==> config.mk <==
export PLATFORM = sky130hd
export DESIGN_NAME = if_id_queue
export DESIGN_NICKNAME = d
export VERILOG_FILES = /design/src/rtl/if_id_queue.sv
export SDC_FILE = /design/constraint.sdc
export NUM_CORES = 1
export LEC_CHECK = 0
export CORE_UTILIZATION = 30
export CTS_CLUSTER_SIZE = 20
export DETAILED_ROUTE_END_ITERATION = 10
export GPL_TIMING_DRIVEN = 0
export PLACE_DENSITY_LB_ADDON = 0.05
export SETUP_SLACK_MARGIN = 0.02
export SLEW_MARGIN = 15
export SYNTH_ARGS = -nofsm -noshare
export SYNTH_HDL_FRONTEND = slang
export SYNTH_SLANG_ARGS = --single-unit
export TNS_END_PERCENT = 20
==> constraint.sdc <==
create_clock -name clk -period 9.5 [get_ports clk]
set_input_delay 1.425 -clock clk [delete_from_list [all_inputs] [get_ports clk]]
set_output_delay 1.425 -clock clk [all_outputs]
set_load 0.1 [all_outputs]
==> src/rtl/if_id_queue.sv <==
// if_id_queue: circular IF/ID instruction FIFO; empty queue presents a NOP bubble to decode.
// Optional perf counters (ifq_full_cycles_o, ifq_flushes_o) enabled by macro IF_ID_QUEUE_PERF_EN.
module if_id_queue #(
  parameter int DEPTH = 2,
  parameter int INSTR_WIDTH = 32,
  parameter int DATA_WIDTH = 32,
  parameter logic [INSTR_WIDTH-1:0] NOP = 32'h0000_0013
) (
  input  logic                   clk,
  input  logic                   rst,
  input  logic                   valid_f_i,
  input  logic [INSTR_WIDTH-1:0] instr_f_i,
  input  logic [DATA_WIDTH-1:0]  pc_f_i,
  input  logic [DATA_WIDTH-1:0]  pc_plus_4_f_i,
  output logic                   stall_f_o,
  input  logic                   stall_d_i,
  input  logic                   flush_d_i,
  output logic                   valid_d_o,
  output logic [INSTR_WIDTH-1:0] instr_d_o,
  output logic [DATA_WIDTH-1:0]  pc_d_o,
`ifdef IF_ID_QUEUE_PERF_EN
  output logic [DATA_WIDTH-1:0]  pc_plus_4_d_o,
  output logic [31:0]            ifq_full_cycles_o,
  output logic [15:0]            ifq_flushes_o
`else
  output logic [DATA_WIDTH-1:0]  pc_plus_4_d_o
`endif
);
  localparam int AW = $clog2(DEPTH);
  localparam int CW = AW + 1;
  localparam logic [CW-1:0] FULL = CW'(DEPTH);
  logic [INSTR_WIDTH-1:0] instr_mem [DEPTH];
  logic [DATA_WIDTH-1:0]  pc_mem    [DEPTH];
  logic [DATA_WIDTH-1:0]  pc4_mem   [DEPTH];
  logic [AW-1:0] wr_ptr, rd_ptr;
  logic [CW-1:0] count;
  logic push, pop;
  always_comb begin
    stall_f_o     = count == FULL;
    valid_d_o     = count != '0;
    push          = valid_f_i & ~stall_f_o & ~flush_d_i;
    pop           = valid_d_o & ~stall_d_i & ~flush_d_i;
    instr_d_o     = valid_d_o ? instr_mem[rd_ptr] : NOP;
    pc_d_o        = valid_d_o ? pc_mem[rd_ptr] : '0;
    pc_plus_4_d_o = valid_d_o ? pc4_mem[rd_ptr] : '0;
  end
  // Pointers wrap naturally because DEPTH is a power of two.
  always_ff @(posedge clk) begin
    if (rst || flush_d_i) begin
      wr_ptr <= '0;
      rd_ptr <= '0;
      count  <= '0;
    end else begin
      if (push) wr_ptr <= wr_ptr + AW'(1);
      if (pop) rd_ptr <= rd_ptr + AW'(1);
      count <= count + CW'(push) - CW'(pop);
    end
  end
  always_ff @(posedge clk) begin
    if (push) begin
      instr_mem[wr_ptr] <= instr_f_i;
      pc_mem[wr_ptr]    <= pc_f_i;
      pc4_mem[wr_ptr]   <= pc_plus_4_f_i;
    end
  end
`ifdef IF_ID_QUEUE_PERF_EN
  always_ff @(posedge clk) begin
    if (rst) begin
      ifq_full_cycles_o <= '0;
      ifq_flushes_o     <= '0;
    end else begin
      if (stall_f_o && ifq_full_cycles_o != '1) ifq_full_cycles_o <= ifq_full_cycles_o + 32'd1;
      if (flush_d_i && ifq_flushes_o != '1) ifq_flushes_o <= ifq_flushes_o + 16'd1;
    end
  end
`endif
  a_no_overflow: assert property (@(posedge clk) disable iff (rst) count <= FULL);
  a_no_underflow: assert property (@(posedge clk) disable iff (rst) !(pop && count == '0));
endmodule
==> qor.yml, run 1 <==
synth_edf_count: 192
worst_slack_ns: 5.362
synth_compound_area_share_pct: 0.2657
clockBufferDepth: 2
yosysSeqAreaShare_pct: 77.85
vias_per_cell: 4.244
drt_iter0_markers: 192
hold_viol: 0
drt_pre_antenna_iters: 5
clkTransAtPathRegs_ns: 0.06
ys_ff_latch: 197
synth_common_cells: "192 x edfxtp_1, 97 x mux2i_1, 94 x nor2_1"
cellPowerDensity_mw_per_mm2: 179.7
synth_top_family_by_area: "multiplexers"
synthXorXnorAreaFrac_pct: 0.2325
worst_slew_pin_slew_ns: 1.016
status: "finished, final reports clean"
hold_class: "register to register"
gr-total-overflow: 0
cts.sinks: 197
dieArea_mm2: 0.02575
pin_count: 199
synth-main-ff-cell: "edfxtp_1"
rsz0062_at_grt: "no"
rows: 57
h-tree-depth: 4
yosys.area.top_type: "edfxtp_1"
numCtsBuffers: 17
clk_latency_ns: 0.42
postRouteWirelength_mm: 16.03
utilization_pct: 43.80
numPortBuffers: 198
final_cells: 1011
yosys_warnings: 0
cap_violations: 0
cts_tree: "yes"
syn_nets: 536
syn_area_per_cell_um2: 17.40
yosysMostFrequentCell: "edfxtp_1"
fmax_ghz: 0.2417
ctsResizeCount: 0
dpl.cell_count: 979
gp_congestion: 0.7335
synth_top_area_share_pct: 76.52
fin_crit_ns: 4.138
finalPower_mw: 1.925
grt_pass1_vias: 4526
fin_nets: 777
fin_setup_tns_ns: 0
grt_usage_pct: 12.82
synthCells: 433
top_layer: "met4"
peakVddDrop_uv: 104.8
fin_crit_sh_pct: 43.56
coreArea_mm2: 0.02446
synthTopCellsByArea: "edfxtp_1 77%, mux2i_1 13%, nor2_1 4.7%, dfxtp_1 1.3%, buf_12 1.1%"
skew_ns: 0.01201
cts_setup_buffers: 0
hpwl_mm: 11.53
antenna_found_initial: 0
end_kind: "primary output"
wl_met1_mm: 7.059
final_antenna_net_count: 0
drv_slew: 0
required_ns: 8.08
fill_cells: 2228
synth_adder_area_share_pct: 0.3321
fp.dieW_um: 160.5
wire_per_inst_um: 15.86
crit_type: "register to primary output"
syn_area_mm2: 0.007535
muxShareOfSynthArea_pct: 12.89
slew_headroom_pct: 32.04
power_leakage_nw: 3.437
wl_met3_um: 915
grt_max_degree: 19
drive_gt1_share_pct: 10.92
synthSimpleGateAreaFrac_pct: 5.779
hold_buffers: 0
route.detailed.drc: 0
cp.arrival_ns: 2.71
synth.distinct_cells: 23
setup_viol: 0
antenna_cells: 0
critPathMaxFanout: 10
place_area_mm2: 0.01014
pre_cts_ws_ns: 5.662
grt_pass1_wl_mm: 24.92
via_count: 4291
cts-root-buf: "clkbuf_16"
start_kind: "register"
holdWs_ns: 0.4992
async_flop_share_pct: 0
start_util_pct: 30.80
area_growth_syn_to_layout_pct: 42.19
wl_met2_mm: 7.868
fin_area_mm2: 0.01071
die_y_um: 160.5
flip-flops by register name, summed over array words and instances (netlist names), named ones only:
name,count
instr_mem,64
pc4_mem,64
pc_mem,64
count,2
rd_ptr,1
wr_ptr,1
critical path, cell delays in order, from the launching register on:
cell             delay [ns]
dfxtp_1                0.33
nor2_2                 0.34
buf_4                  0.30
buf_2                  0.26
nor2_1                 0.08
clkdlybuf4s50_1        0.98
report_power, final:
part | switching (mW) | internal [mW] | total (mW)
Sequential | 0.00568 | 0.982 | 0.988
Clock | 0.328 | 0.372 | 0.700
Combinational | 0.157 | 0.0807 | 0.237
layout by cell type, fill, tap and decap left out, types with 4 or more instances in the layout:
cell	Yosys	routed
clkinv_4	0	4
buf_12	4	4
nor2_1	94	94
clkbuf_16	0	17
edfxtp_1	192	192
buf_4	8	24
clkdlybuf4s50_1	0	198
inv_8	0	4
buf_6	0	8
clkbuf_1	2	4
mux2i_1	97	97
dfxtp_1	5	5
buf_2	6	6
nand2_1	4	4
final timing paths:
| check | slack, ns | to | depth (start not counted) | startpoint |
|---|---|---|---|---|
| max | 5.36 | pc_plus_4_d_o[24] | 5 | count[1]$_SDFF_PP0_ |
| min | 0.50 | wr_ptr$_SDFFE_PP0P_ | 2 | wr_ptr$_SDFFE_PP0P_ |
| max reg2reg | 7.08 | instr_mem[0][5]$_DFFE_PP_ | 7 | count[1]$_SDFF_PP0_ |
| min reg2reg | 0.50 | wr_ptr$_SDFFE_PP0P_ | 2 | wr_ptr$_SDFFE_PP0P_ |
final cells by class:
class | count | area [um^2] | area share, %
clock inverters | 13 | 138.9 | 1.296
flip-flops and latches | 197 | 5866 | 54.75
plain buffers | 21 | 192.7 | 1.798
well taps | 324 | 405.4 | 3.784
inverters | 2 | 7.507 | 0.07007
clock buffers | 19 | 432.9 | 4.041
repair buffers | 222 | 2192 | 20.46
multi-input cells | 213 | 1479 | 13.80
routing by layer:
metal	vias up	track usage [%]
met5	-	0
met4	0	4.416
met3	11	3.590
met2	129	21.63
met1	2058	15.72
li1	2093	-
kinds of logic (layout without fill, tap and decap cells):
logic type	after synthesis	in the layout
AND/OR/NAND/NOR	109	109
flip-flops	197	197
AO/OA/AOI/OAI	3	3
adder cells (fa/ha/maj)	2	2
XOR/XNOR	2	2
multiplexers	97	97
buffers and inverters	23	277
(Power assumes the default switching activity.)
==> run 2, diff against run 1 <==
Clock period 9.5 ns to 4.2 ns, I/O delays scaled along.
==> qor.yml, run 2 (synthesis gave the netlist of run 1 again) <==
hold_class: "register to register"  # unchanged
clockBufferDepth: 2  # unchanged
ff2ff_setup_slack_ns: 1.73  # was 7.08 ns
p_int_mw: 3.187  # was 1.435 mW
wire_per_inst_um: 16.53  # was 15.86 um
worst_slack_ns: 0.8944  # was 5.362 ns
fin_crit_sh_pct: 78.71
grt_pass1_vias: 4610  # was 4526
peakVddDrop_uv: 219.1  # was 104.8 uV
postRouteWirelength_mm: 16.54  # was 16.03 mm
start_util_pct: 30.80  # unchanged
pre_cts_ws_ns: 1.153  # was 5.662 ns
ctsResizeCount: 0  # unchanged
cts-root-buf: "clkbuf_16"  # unchanged
cp_cell_sequence: "nor2_2 -> buf_4 -> buf_2 -> nor2_1 -> clkdlybuf4s50_1"  # unchanged
cts_tree: "yes"  # unchanged
pwr-share-seq_pct: 51.8  # was 51.3%
rows: 57  # unchanged
gr-total-overflow: 0  # unchanged
crit_cells: 5  # unchanged
worst_slew_pin_slew_ns: 1.039  # was 1.016 ns
critPathMaxFanout: 10  # unchanged
coreArea_mm2: 0.02446  # unchanged
numCtsBuffers: 17  # unchanged
cap_violations: 0  # unchanged
antenna_cells: 0  # unchanged
crit_type: "register to primary output"  # unchanged
drt_pre_antenna_iters: 4  # was 5
rsz0062_at_grt: "no"  # unchanged
cp-endpoint: "pc_d_o[25]"  # was pc_plus_4_d_o[24]
drv_slew: 0  # unchanged
fp.dieW_um: 160.5  # unchanged
top_layer: "met5"  # was met4
end_kind: "primary output"  # unchanged
layout_commonest_cell: "clkdlybuf4s50_1"  # unchanged
via_count: 4275  # was 4291
cts_setup_buffers: 0  # unchanged
slew_headroom_pct: 30.54  # was 32.04%
vias_per_cell: 4.271  # was 4.244
power_leakage_nw: 3.411  # was 3.437 nW
fin_crit_ns: 3.306
reg_top3: "instr_mem (64), pc4_mem (64), pc_mem (64)"  # unchanged
fin_nets: 768  # was 777
gp_congestion: 0.7471  # was 0.7335
start_kind: "register"  # unchanged
critPathTopFamily: "buffers and inverters"  # unchanged
area_growth_syn_to_layout_pct: 42.31  # was 42.19%
required_ns: 3.57  # was 8.08 ns
cpPeakStageDelay_ns: 1.00  # was 0.98 ns
final_cell_mix: "198 x clkdlybuf4s50_1, 192 x edfxtp_1, 97 x mux2i_1"  # unchanged
r2r_end: "pc4_mem[0][19]$_DFFE_PP_"  # was instr_mem[0][5]$_DFFE_PP_
timing.rr.start: "count[1]$_SDFF_PP0_"  # unchanged
holdWs_ns: 0.5149  # was 0.4992 ns
crit_buf_inv: 3  # unchanged
final_antenna_net_count: 0  # unchanged
fmax_ghz: 0.3025
hpwl_mm: 11.40  # was 11.53 mm
hold_buffers: 0  # unchanged
route.detailed.drc: 0  # unchanged
clkTransAtPathRegs_ns: 0.07  # was 0.06 ns
grt_max_degree: 19  # unchanged
pwr-share-comb_pct: 12.6  # was 12.3%
clk_latency_ns: 0.43  # was 0.42 ns
r2r_cells: 8  # was 7
crit_start: "count[1]$_SDFF_PP0_"  # unchanged
wl_met2_mm: 8.042  # was 7.868 mm
pin_count: 199  # unchanged
cp_slowest_cell: "clkdlybuf4s50_1"  # unchanged
cp.arrival_ns: 2.68  # was 2.71 ns
netSwitchingFraction_pct: 26.07  # was 25.48%
numPortBuffers: 198  # unchanged
grt_pass1_wl_mm: 26.19  # was 24.92 mm
wl_met3_mm: 1.050  # was 915 um
fill_cells: 2229  # was 2228
skew_ns: 0.01166  # was 0.01201 ns
h-tree-depth: 4  # unchanged
setup_viol: 0  # unchanged
die_y_um: 160.5  # unchanged
drt_iter0_markers: 131  # was 192
status: "finished, final reports clean"  # unchanged
hold_viol: 0  # unchanged
antenna_found_initial: 1  # was 0
grt_usage_pct: 13.45  # was 12.82%
finalPower_mw: 4.311  # was 1.925 mW
power_frac_clock_pct: 35.6  # was 36.4%
cellPowerDensity_mw_per_mm2: 402.0  # was 179.7 mW/mm^2
utilization_pct: 43.83  # was 43.80%
wl_met1_mm: 7.207  # was 7.059 mm
dieArea_mm2: 0.02575  # unchanged
drive_gt1_share_pct: 9.749  # was 10.92%
cts.sinks: 197  # unchanged
p_sw_mw: 1.124  # was 0.4904 mW
[run 2: cell types whose count changed in the layout (fill, tap and decap cells not counted), moves of 3 or more]
| cell | previous run | this run |
|---|---|---|
| buf_4 | 24 | 8 |
| buf_6 | 8 | 2 |
| buf_8 | 1 | 13 |
| clkinv_4 | 4 | 7 |
[run 2: worst min-delay path by stage]
stage,from,end,slack (ns),cells past startpoint
floorplan,wr_ptr$_SDFFE_PP0P_,wr_ptr$_SDFFE_PP0P_,0.47,2
global placement,wr_ptr$_SDFFE_PP0P_,wr_ptr$_SDFFE_PP0P_,0.48,2
detailed placement,rd_ptr$_SDFFE_PP0P_,register,0.50,2
CTS,rd_ptr$_SDFFE_PP0P_,register,0.51,2
global route,rd_ptr$_SDFFE_PP0P_,register,0.54,2
finish,rd_ptr$_SDFFE_PP0P_,register,0.51,2
[run 2: metrics by stage]
step	TNS (ns)	area (um^2)	cells
5_1_grt	0	10720	1001
3_3_place_gp	-526.60	9938	955
3_5_place_dp	0	10170	970
4_1_cts	0	10720	1001
2_1_floorplan	-115.95	7551	433
6_report	0	10720	1001
[run 2: layout make-up]
| class | instances | area (um^2) | area share, % |
|---|---|---|---|
| plain buffers | 21 | 192.7 | 1.797 |
| clock buffers | 19 | 432.9 | 4.037 |
| clock inverters | 12 | 115.1 | 1.074 |
| inverters | 2 | 7.507 | 0.07001 |
| multi-input cells | 213 | 1491 | 13.91 |
| flip-flops and latches | 197 | 5866 | 54.70 |
| well taps | 324 | 405.4 | 3.781 |
| repair buffers | 213 | 2212 | 20.63 |
[run 2: power groups by stage]
stage | clock [mW] | combinational (mW) | sequential, mW
after floorplan | 0 | 0.325 | 2.28
after global placement | 0 | 0.522 | 2.29
after detailed placement | 0 | 0.549 | 2.28
after CTS | 1.59 | 0.550 | 2.24
after global routing | 1.66 | 0.572 | 2.24
final | 1.53 | 0.542 | 2.23
[run 2: routing by layer]
| layer | track usage, % | vias to the layer above |
|---|---|---|
| met5 | 0 | - |
| met1 | 16.87 | 2056 |
| met3 | 4.029 | 19 |
| met4 | 4.675 | 2 |
| met2 | 22.02 | 129 |
| li1 | - | 2069 |
[run 2: worst min-delay path, delay by kind of cell (launching register included)]
kind | cells | cell delay (ns)
flip-flops | 1 | 0.31
AO/OA/AOI/OAI | 2 | 0.17
